## src/rtl/pattern_animator_pkg.sv

```systemverilog
`default_nettype none
// +----------------------------------------------------------------------+
// | pattern_animator_pkg : shared types and helpers for pattern_animator |
// | Rev 1.0                                                              |
// +----------------------------------------------------------------------+
package pattern_animator_pkg;

    typedef enum logic [1:0] {
        MODE_DEFAULT = 2'd0,
        MODE_WIPE    = 2'd1,
        MODE_HYPER   = 2'd2,
        MODE_DIAG    = 2'd3
    } mode_e;

    typedef enum logic [0:0] {
        ST_IDLE   = 1'b0,
        ST_ACTIVE = 1'b1
    } state_e;

    function automatic mode_e note_to_mode(input logic [3:0] note);
        case (note % 4'd3)
            4'd0:    return MODE_WIPE;
            4'd1:    return MODE_HYPER;
            default: return MODE_DIAG;
        endcase
    endfunction

    // Width that holds any product of an X delta and a Y delta.
    function automatic int calc_w_xy(input int wx, input int wy);
        return 2 * ((wx > wy) ? wx : wy);
    endfunction

endpackage
`default_nettype wire

```

## src/rtl/pattern_animator_tick_prescaler.sv

```systemverilog
`default_nettype none
// +----------------------------------------------------------------------+
// | tick_prescaler : free-running counter, tick while count is all-ones  |
// | Rev 1.0                                                              |
// +----------------------------------------------------------------------+
module tick_prescaler #(
    parameter int W_TICK = 20
) (
    input  logic clk,
    input  logic rst,
    output logic tick
);

    logic [W_TICK-1:0] r_count;

    always_ff @(posedge clk or posedge rst) begin
        if (rst) begin
            r_count <= '0;
        end else begin
            r_count <= r_count + 1'b1;
        end
    end

    assign tick = &r_count;

endmodule
`default_nettype wire

```

## src/rtl/pattern_animator.sv

```systemverilog
`default_nettype none
// +----------------------------------------------------------------------+
// | pattern_animator : cursors, note-driven mode FSM and registered RGB  |
// | Rev 1.0                                                              |
// +----------------------------------------------------------------------+
module pattern_animator
    import pattern_animator_pkg::*;
#(
    parameter int SCREEN_WIDTH  = 640,
    parameter int SCREEN_HEIGHT = 480,
    parameter int W_RED         = 4,
    parameter int W_GREEN       = 4,
    parameter int W_BLUE        = 4,
    parameter int W_TICK        = 20,
    parameter int HOLD_TICKS    = 64,
    parameter int W_X           = $clog2(SCREEN_WIDTH),
    parameter int W_Y           = $clog2(SCREEN_HEIGHT)
) (
    input  logic               clk,
    input  logic               rst,
    input  logic [W_X-1:0]     x,
    input  logic [W_Y-1:0]     y,
    input  logic               up,
    input  logic               down,
    input  logic               note_vld,
    input  logic [3:0]         note_idx,
    output logic [W_RED-1:0]   red,
    output logic [W_GREEN-1:0] green,
    output logic [W_BLUE-1:0]  blue,
    output logic [1:0]         mode,
    output logic               tick
);

    localparam int               c_W_XY      = calc_w_xy(W_X, W_Y);
    localparam int               c_W_HOLD    = $clog2(HOLD_TICKS + 1);
    localparam logic [W_X-1:0]   c_X_LAST    = W_X'(SCREEN_WIDTH - 1);
    localparam logic [W_Y-1:0]   c_Y_LAST    = W_Y'(SCREEN_HEIGHT - 1);
    localparam logic [W_Y-1:0]   c_Y_MID     = W_Y'(SCREEN_HEIGHT / 2);
    localparam logic [c_W_XY-1:0] c_HYPER_LIM = c_W_XY'((SCREEN_WIDTH * SCREEN_HEIGHT) / 16);
    localparam logic [c_W_HOLD-1:0] c_HOLD_LOAD = c_W_HOLD'(HOLD_TICKS);

    logic [W_X-1:0]      r_cursor_x;
    logic [W_Y-1:0]      r_cursor_y;
    state_e              r_state, w_state_nxt;
    mode_e               r_mode, w_mode_nxt;
    logic [c_W_HOLD-1:0] r_hold, w_hold_nxt;
    logic                w_note_ok;

    tick_prescaler #(.W_TICK(W_TICK)) u_prescaler (
        .clk  (clk),
        .rst  (rst),
        .tick (tick)
    );

    always_ff @(posedge clk or posedge rst) begin
        if (rst) begin
            r_cursor_x <= '0;
            r_cursor_y <= c_Y_MID;
        end else if (tick) begin
            r_cursor_x <= (r_cursor_x == c_X_LAST) ? '0 : r_cursor_x + 1'b1;
            if (up && !down && r_cursor_y != c_Y_LAST) begin
                r_cursor_y <= r_cursor_y + 1'b1;
            end else if (down && !up && r_cursor_y != '0) begin
                r_cursor_y <= r_cursor_y - 1'b1;
            end
        end
    end

    assign w_note_ok = note_vld && (note_idx <= 4'd11);

    always_ff @(posedge clk or posedge rst) begin
        if (rst) begin
            r_state <= ST_IDLE;
            r_mode  <= MODE_DEFAULT;
            r_hold  <= '0;
        end else begin
            r_state <= w_state_nxt;
            r_mode  <= w_mode_nxt;
            r_hold  <= w_hold_nxt;
        end
    end

    // A valid note always wins over the hold countdown, including its last tick.
    always_comb begin
        w_state_nxt = r_state;
        w_mode_nxt  = r_mode;
        w_hold_nxt  = r_hold;
        if (w_note_ok) begin
            w_state_nxt = ST_ACTIVE;
            w_mode_nxt  = note_to_mode(note_idx);
            w_hold_nxt  = c_HOLD_LOAD;
        end else if (r_state == ST_ACTIVE && tick) begin
            if (r_hold == c_W_HOLD'(1)) begin
                w_state_nxt = ST_IDLE;
                w_mode_nxt  = MODE_DEFAULT;
                w_hold_nxt  = '0;
            end else begin
                w_hold_nxt  = r_hold - 1'b1;
            end
        end
    end

    assign mode = r_mode;

    logic [c_W_XY-1:0]  w_x_ext, w_y_ext, w_sum, w_diff, w_cur_sum;
    logic [W_X-1:0]     w_dx_raw;
    logic [W_Y-1:0]     w_dy_raw;
    logic [c_W_XY-1:0]  w_dx, w_dy, w_prod;
    logic [W_RED-1:0]   w_red;
    logic [W_GREEN-1:0] w_green;
    logic [W_BLUE-1:0]  w_blue;

    always_comb begin
        w_x_ext   = c_W_XY'(x);
        w_y_ext   = c_W_XY'(y);
        w_sum     = w_x_ext + w_y_ext;
        w_diff    = w_x_ext - w_y_ext;
        w_cur_sum = c_W_XY'(r_cursor_x) + c_W_XY'(r_cursor_y);
        w_dx_raw  = x - r_cursor_x;
        w_dy_raw  = y - r_cursor_y;
        w_dx      = c_W_XY'(w_dx_raw);
        w_dy      = c_W_XY'(w_dy_raw);
        w_prod    = w_dx * w_dy;
        w_red     = '0;
        w_green   = '0;
        w_blue    = '0;
        case (r_mode)
            MODE_DEFAULT: begin
                if (x < r_cursor_x) w_red  = '1;
                else                w_blue = '1;
                if (y < r_cursor_y) w_green = '1;
            end
            MODE_WIPE: begin
                if (x < r_cursor_x) begin
                    w_red   = W_RED'(w_sum >> 3);
                    w_green = W_GREEN'(w_diff >> 3);
                    w_blue  = W_BLUE'(x >> 3);
                end
            end
            MODE_HYPER: begin
                if (w_prod < c_HYPER_LIM) begin
                    w_red   = W_RED'(x >> 3);
                    w_green = W_GREEN'(y >> 3);
                    w_blue  = '1;
                end
            end
            default: begin
                if (w_sum < w_cur_sum) begin
                    w_red   = '1;
                    w_green = '1;
                    w_blue  = W_BLUE'(w_sum >> 3);
                end
            end
        endcase
    end

    always_ff @(posedge clk or posedge rst) begin
        if (rst) begin
            red   <= '0;
            green <= '0;
            blue  <= '0;
        end else begin
            red   <= w_red;
            green <= w_green;
            blue  <= w_blue;
        end
    end

endmodule
`default_nettype wire

```

## config.mk

```make
export PLATFORM = sky130hd
export DESIGN_NAME = pattern_animator
export DESIGN_NICKNAME = d
export VERILOG_FILES = /design/src/rtl/pattern_animator_pkg.sv /design/src/rtl/pattern_animator_tick_prescaler.sv /design/src/rtl/pattern_animator.sv
export SDC_FILE = /design/constraint.sdc
export NUM_CORES = 1
export LEC_CHECK = 0
export CORE_MARGIN = 2
export CORE_UTILIZATION = 33
export DETAILED_ROUTE_END_ITERATION = 10
export PLACE_DENSITY = 0.58
export SLEW_MARGIN = 10
export SYNTH_ARGS = -nofsm -noshare
export SYNTH_HDL_FRONTEND = slang
export SYNTH_SLANG_ARGS = --single-unit
```

## constraint.sdc

```tcl
create_clock -name clk -period 11.8 [get_ports clk]
set_input_delay 1.18 -clock clk [delete_from_list [all_inputs] [get_ports clk]]
set_output_delay 1.18 -clock clk [all_outputs]
set_load 0.02 [all_outputs]
```

# --- Word-level counts from Yosys, hierarchy flattened ---
# Index checks and enable logic that the tools add are counted.
totals:
  wordCells: 76
  in_bits: 28
  register_bits: 61
classes:
  eq_ne: 6
  reduce_logical: 17
  magnitude_cmp: 5
  addsub: 10
  n_mux: 27
  div: 1
  n_mul: 1
op_table:
  columns: ["cell", "n"]
  rows:
  - ["$mux W4", 11]
  - ["$pmux W4 S3", 3]
  - ["$add A10 B9 Y11", 2]
  - ["$mux W7", 3]
  - ["$reduce_and A21 Y1", 1]
  - ["$add A20 B1 Y20 const B", 1]
  - ["$reduce_and A20 Y1", 1]
  - ["$lt A19 B15 Y1 const B", 1]
  - ["$mul A10 B9 Y19", 1]
  - ["$mux W9", 2]
  - ["$lt A11 B11 Y1", 1]
  - ["$add A10 B1 Y10 const B", 1]
  - ["$eq A10 B10 Y1 const B", 1]
  - ["$lt A10 B10 Y1", 1]
  - ["$mux W10", 1]
  - ["$sub A10 B10 Y10", 1]
  - ["$add A9 B1 Y9 const B", 1]
  - ["$lt A9 B9 Y1", 1]
  - ["$ne A9 B9 Y1 const B", 1]
  - ["$reduce_bool A9 Y1", 1]
  - ["$sub A9 B1 Y9 const B", 1]
  - ["$sub A9 B9 Y9", 1]
  - ["$eq A7 B1 Y1 const B", 1]
  - ["$sub A7 B1 Y7 const B", 1]
  - ["15 further kinds", 27]

# --- Logic depth before layout (Yosys ltp) ---
logic_depth:
  ltp_word: 5
  depth_mapped: 28
  depth_no_buf: 27

# --- By module ---
# A second synthesis with hierarchy kept.
unflattened:
  hier_cells: 860
  hier_area_um2: 7723.7
by_module_without_submodules:
  columns: ["module", "cells_each", "seq_area_each_um2", "area_each_um2", "instances"]
  rows:
  - ["pattern_animator", 786, 1031.0, 6824.0, 1]
  - ["tick_prescaler", 74, 500.5, 899.6, 1]

# --- Worst setup path before layout ---
# OpenSTA, ideal clock, no wires.
synth_path:
  kind: "input to register"
  start: "in y[0]"
  end: "reg green[0]"
  stages: 28
  path_buffers: 1
  setup_slack_ps: 4300
  setup_time_ps: 66
  t_arrival_ps: 7434
  cell_sequence: "inv_1 > ha_1 > fa_1 > nor2b_1 > o21ai_0 > nand2b_1 > a21o_1 > a21o_1 > a31oi_1 > xor2_1 > or2_2 > fa_1 > fa_1 > inv_1 > fa_1 > inv_1 > fa_1 > inv_1 > ha_1 > and3_1 > and3_1 > o21a_1 > or4_1 > a221oi_1 > o22ai_1 > a311oi_2 > buf_6 > a221o_1"
synth_via:
  elab_chain_len: 5
  elab_cells_between_ends: 12
  classes_between: "3 x add/sub; 1 x mul; 3 x order compare; 5 x mux"
synth_lines:
  columns: ["element", "line_no", "rtl"]
  rows:
  - ["start: declaration", "pattern_animator.sv:22", "input logic [W_Y-1:0] y,"]
  - ["$sub A9 B9 Y9", "pattern_animator.sv:120", "w_dy_raw = y - r_cursor_y;"]
  - ["$mul A10 B9 Y19", "pattern_animator.sv:123", "w_prod = w_dx * w_dy;"]
  - ["$lt A19 B15 Y1", "pattern_animator.sv:141", "if (w_prod < c_HYPER_LIM) begin"]
  - ["$mux W4", "pattern_animator.sv:141", null]
  - ["$pmux W4 S3 *", "pattern_animator.sv:127", "case (r_mode)"]
  - ["named net w_green[0]", "pattern_animator.sv:110", "logic [W_GREEN-1:0] w_green;"]
  - ["end signal: assignment", "pattern_animator.sv:164", "green <= w_green;"]
  - ["end: declaration", "pattern_animator.sv:28", "output logic [W_GREEN-1:0] green,"]
# Mark *: on every way through the listed nets, which the timed path passes. The rest lies on a longest branch.
# A chain may end at the register's enable or synchronous reset.

# --- Final worst setup path ---
# Same ends and word-level chain as after synthesis.

==> metrics <==
status=finished clean; Req. time, crit path=~12000 ps; WL final=18040 um; via count=6070; Reg clk slew, reported paths=roughly 50 ps; Final setup viols=0; # IOs=43; core area=23260 sq um; Placed Cells=between 1000 and 1500; DRC viols=0; vias in the first global route=between 6000 and 7000; fmax=113.8 MHz; leading cell type in the layout, fill and taps excluded=inv_1; Worst-Skew Late Latency=between 300 and 400 ps; flop-to-flop setup slack=3880 ps; CP arrival=approximately 9000 ps; synthesis-to-finish area growth=14.37%; main combinational cell family by area after synthesis=adder cells; Pleak=0.004232 uW; CP Max Fanout=12; Power Density=about 170 nW/um^2; Die Wd=157.1 um; mux cell area share after synthesis=less than 1%; root buf cell=clkbuf_16; TritonCTS Sinks=between 60 and 70; post-synthesis net count=1060; H-tree levels=3; min-delay worst type=reg -> reg; Final Critical Period=around 8800 ps; ANT nets after route=0; most frequent cells in the layout=inv_1 (122), ha_1 (102), nor2_1 (90), fa_1 (61); vias per inst=between 4 and 5; Seq cells post-synth=61; Synth async-reset ratio=100.0%; largest stage delay on the critical path=~720 ps; Top FF cell, synth=dfrtp_1; drt wl/cell=roughly 14 um; Buffers on Ports=42; kind of critical path=in -> reg; unrepaired setup endpoints after global routing=false; Worst-Margin Slew=1138 ps; # resized after CTS=0; gr usage total=~15%; Post-Synth Adder-Cell Area=between 30% and 40%; Setup TNS=0 ps; layout cells sized above 1=roughly 6%; cell mode on critical path=fa_1; Tcrit/Tclk final=between 70% and 80%; EDFF count, synth=0; Post-Syn Area=approximately 7700 sq um; starting density of the core=between 30% and 40%; Synth area leaders=dfrtp_1 (18%), ha_1 (17%), fa_1 (16%); synth unique cells=61; top cell type's share of synthesized area=between 10% and 20%; Non-Filler Instances=~1200; Post-Synth XOR/XNOR Area=approximately 9.0%; std cell rows=56; CTS Hold Bufs=0; largest net degree at the start of global routing=62; die height=~160 um; Pre-antenna DRT Iters=7; synthesized instance count=approximately 870; Peak VDD IR=about 0.14 mV; Crit. End Element=flop; Pins Over Slew Limit=0; first-pass GRT wire length=roughly 30000 um; Post-CTS Setup Bufs=0; largest area contributor in the netlist=dfrtp_1; Post-Synth Simple-Gate Area=about 18%; Max Cap Viol=0; Num CTS Buffers=9; startpoint types=input pin; die area=about 25000 sq um; post-synthesis compound-gate area fraction=approximately 14%; DP HPWL=approximately 15000 um; Fin. Hold Viols=0; Clock Skew=between 4 and 5 ps; initial antenna violation count=1; GR Overflow Total=0; Avg Inst Size Synth=8.895 sq um; Slew headroom=23.58%; Yosys warnings=0; register area share after synthesis=between 10% and 20%; Nets=between 1000 and 1500; CP max stage cell=a311oi_2; DRC violation total after the first TritonRoute iteration=between 400 and 500; CTS tree=done; clk buf depth=2; GPL Wtd Cong=~0.83
-- stage by stage --
stage,instance area [sq um],power (uW),setup WS (ps),util [%],hold slack [ps]
final,8841,1533,3015,38.01,470.1
after floorplan,7730,1041,4300,-,437.5
after detailed placement,8546,1280,2604,36.74,457.8
after global routing,8838,1696,2543,37.99,491.6
after global placement,8546,1281,2598,36.74,456.8
after CTS,8838,1544,2960,37.99,473.1
-- Yosys cell counts (11+ instances only) --
master,instances
a21o_1,12
and3_1,11
nand4_1,12
o21ai_0,36
xor2_1,22
inv_1,123
a21oi_1,37
or2_2,23
nor2_1,90
nor3_1,13
nand2_1,49
nand2b_1,22
nand3_1,17
fa_1,61
dfrtp_1,57
xnor2_1,57
ha_1,102
-- power breakdown --
group | internal, uW | switching [uW]
sequential | 229 | 8.77
clock | 167 | 88.4
combinational | 448 | 591
total | 845 | 688
-- layout make-up --
type / instances / area, sq um
Antenna cell: 1 / 2.502
Clock buffer: 11 / 242.7
Multi-Input combinational cell: 679 / 5710
Fill cell: 2387 / 14420
Inverter: 123 / 461.7
Timing Repair Buffer: 45 / 442.9
Clock inverter: 5 / 50.05
Tap cell: 319 / 399.1
Sequential cell: 61 / 1531
-- worst paths after layout --
check | startpoint | end | depth (start not counted)
max in group asynchronous | rst | r_cursor_y[0] | 3
worst max-delay path | y[0] | green[0] | 28
min in group asynchronous | rst | u_prescaler.r_count[13] | 3
worst min register to register | u_prescaler.r_count[16] | u_prescaler.r_count[16] | 1
worst max register to register | r_cursor_y[0] | green[0] | 26
worst min-delay path | u_prescaler.r_count[16] | u_prescaler.r_count[16] | 1
-- sequential cells by signal (all words and copies together) (netlist names) --
name,flops
blue,4
u_prescaler.r_count,20
r_cursor_y,9
green,4
mode,2
r_hold,7
red,4
r_cursor_x,10
r_state,1
-- cell families after synthesis --
kind of cell,after synthesis
adder cells (fa/ha/maj),163
flip-flops,61
multiplexers,3
XOR/XNOR,79
buffers and inverters,129
AND/OR/NAND/NOR,271
AO/OA/AOI/OAI,163
-- worst max-delay path: cells and delay by family --
kind | cells | cell delay (ps)
adders and majority gates | 7 | 3020
AOI/OAI and AO/OA | 9 | 2130
buffers and inverters | 5 | 780
and+or+nand+nor | 6 | 1310
xor gates and xnor gates | 1 | 640
-- per-layer routing --
layer	global-route usage, %	part of all wire [%]	vias to the layer above
li1	-	-	3066
met1	21.69	50	2885
met2	25.06	45	103
met3	2.395	3.8	16
met4	2.900	0.96	0
met5	0	0	-
No activity file was read; power rests on OpenSTA's default activity.
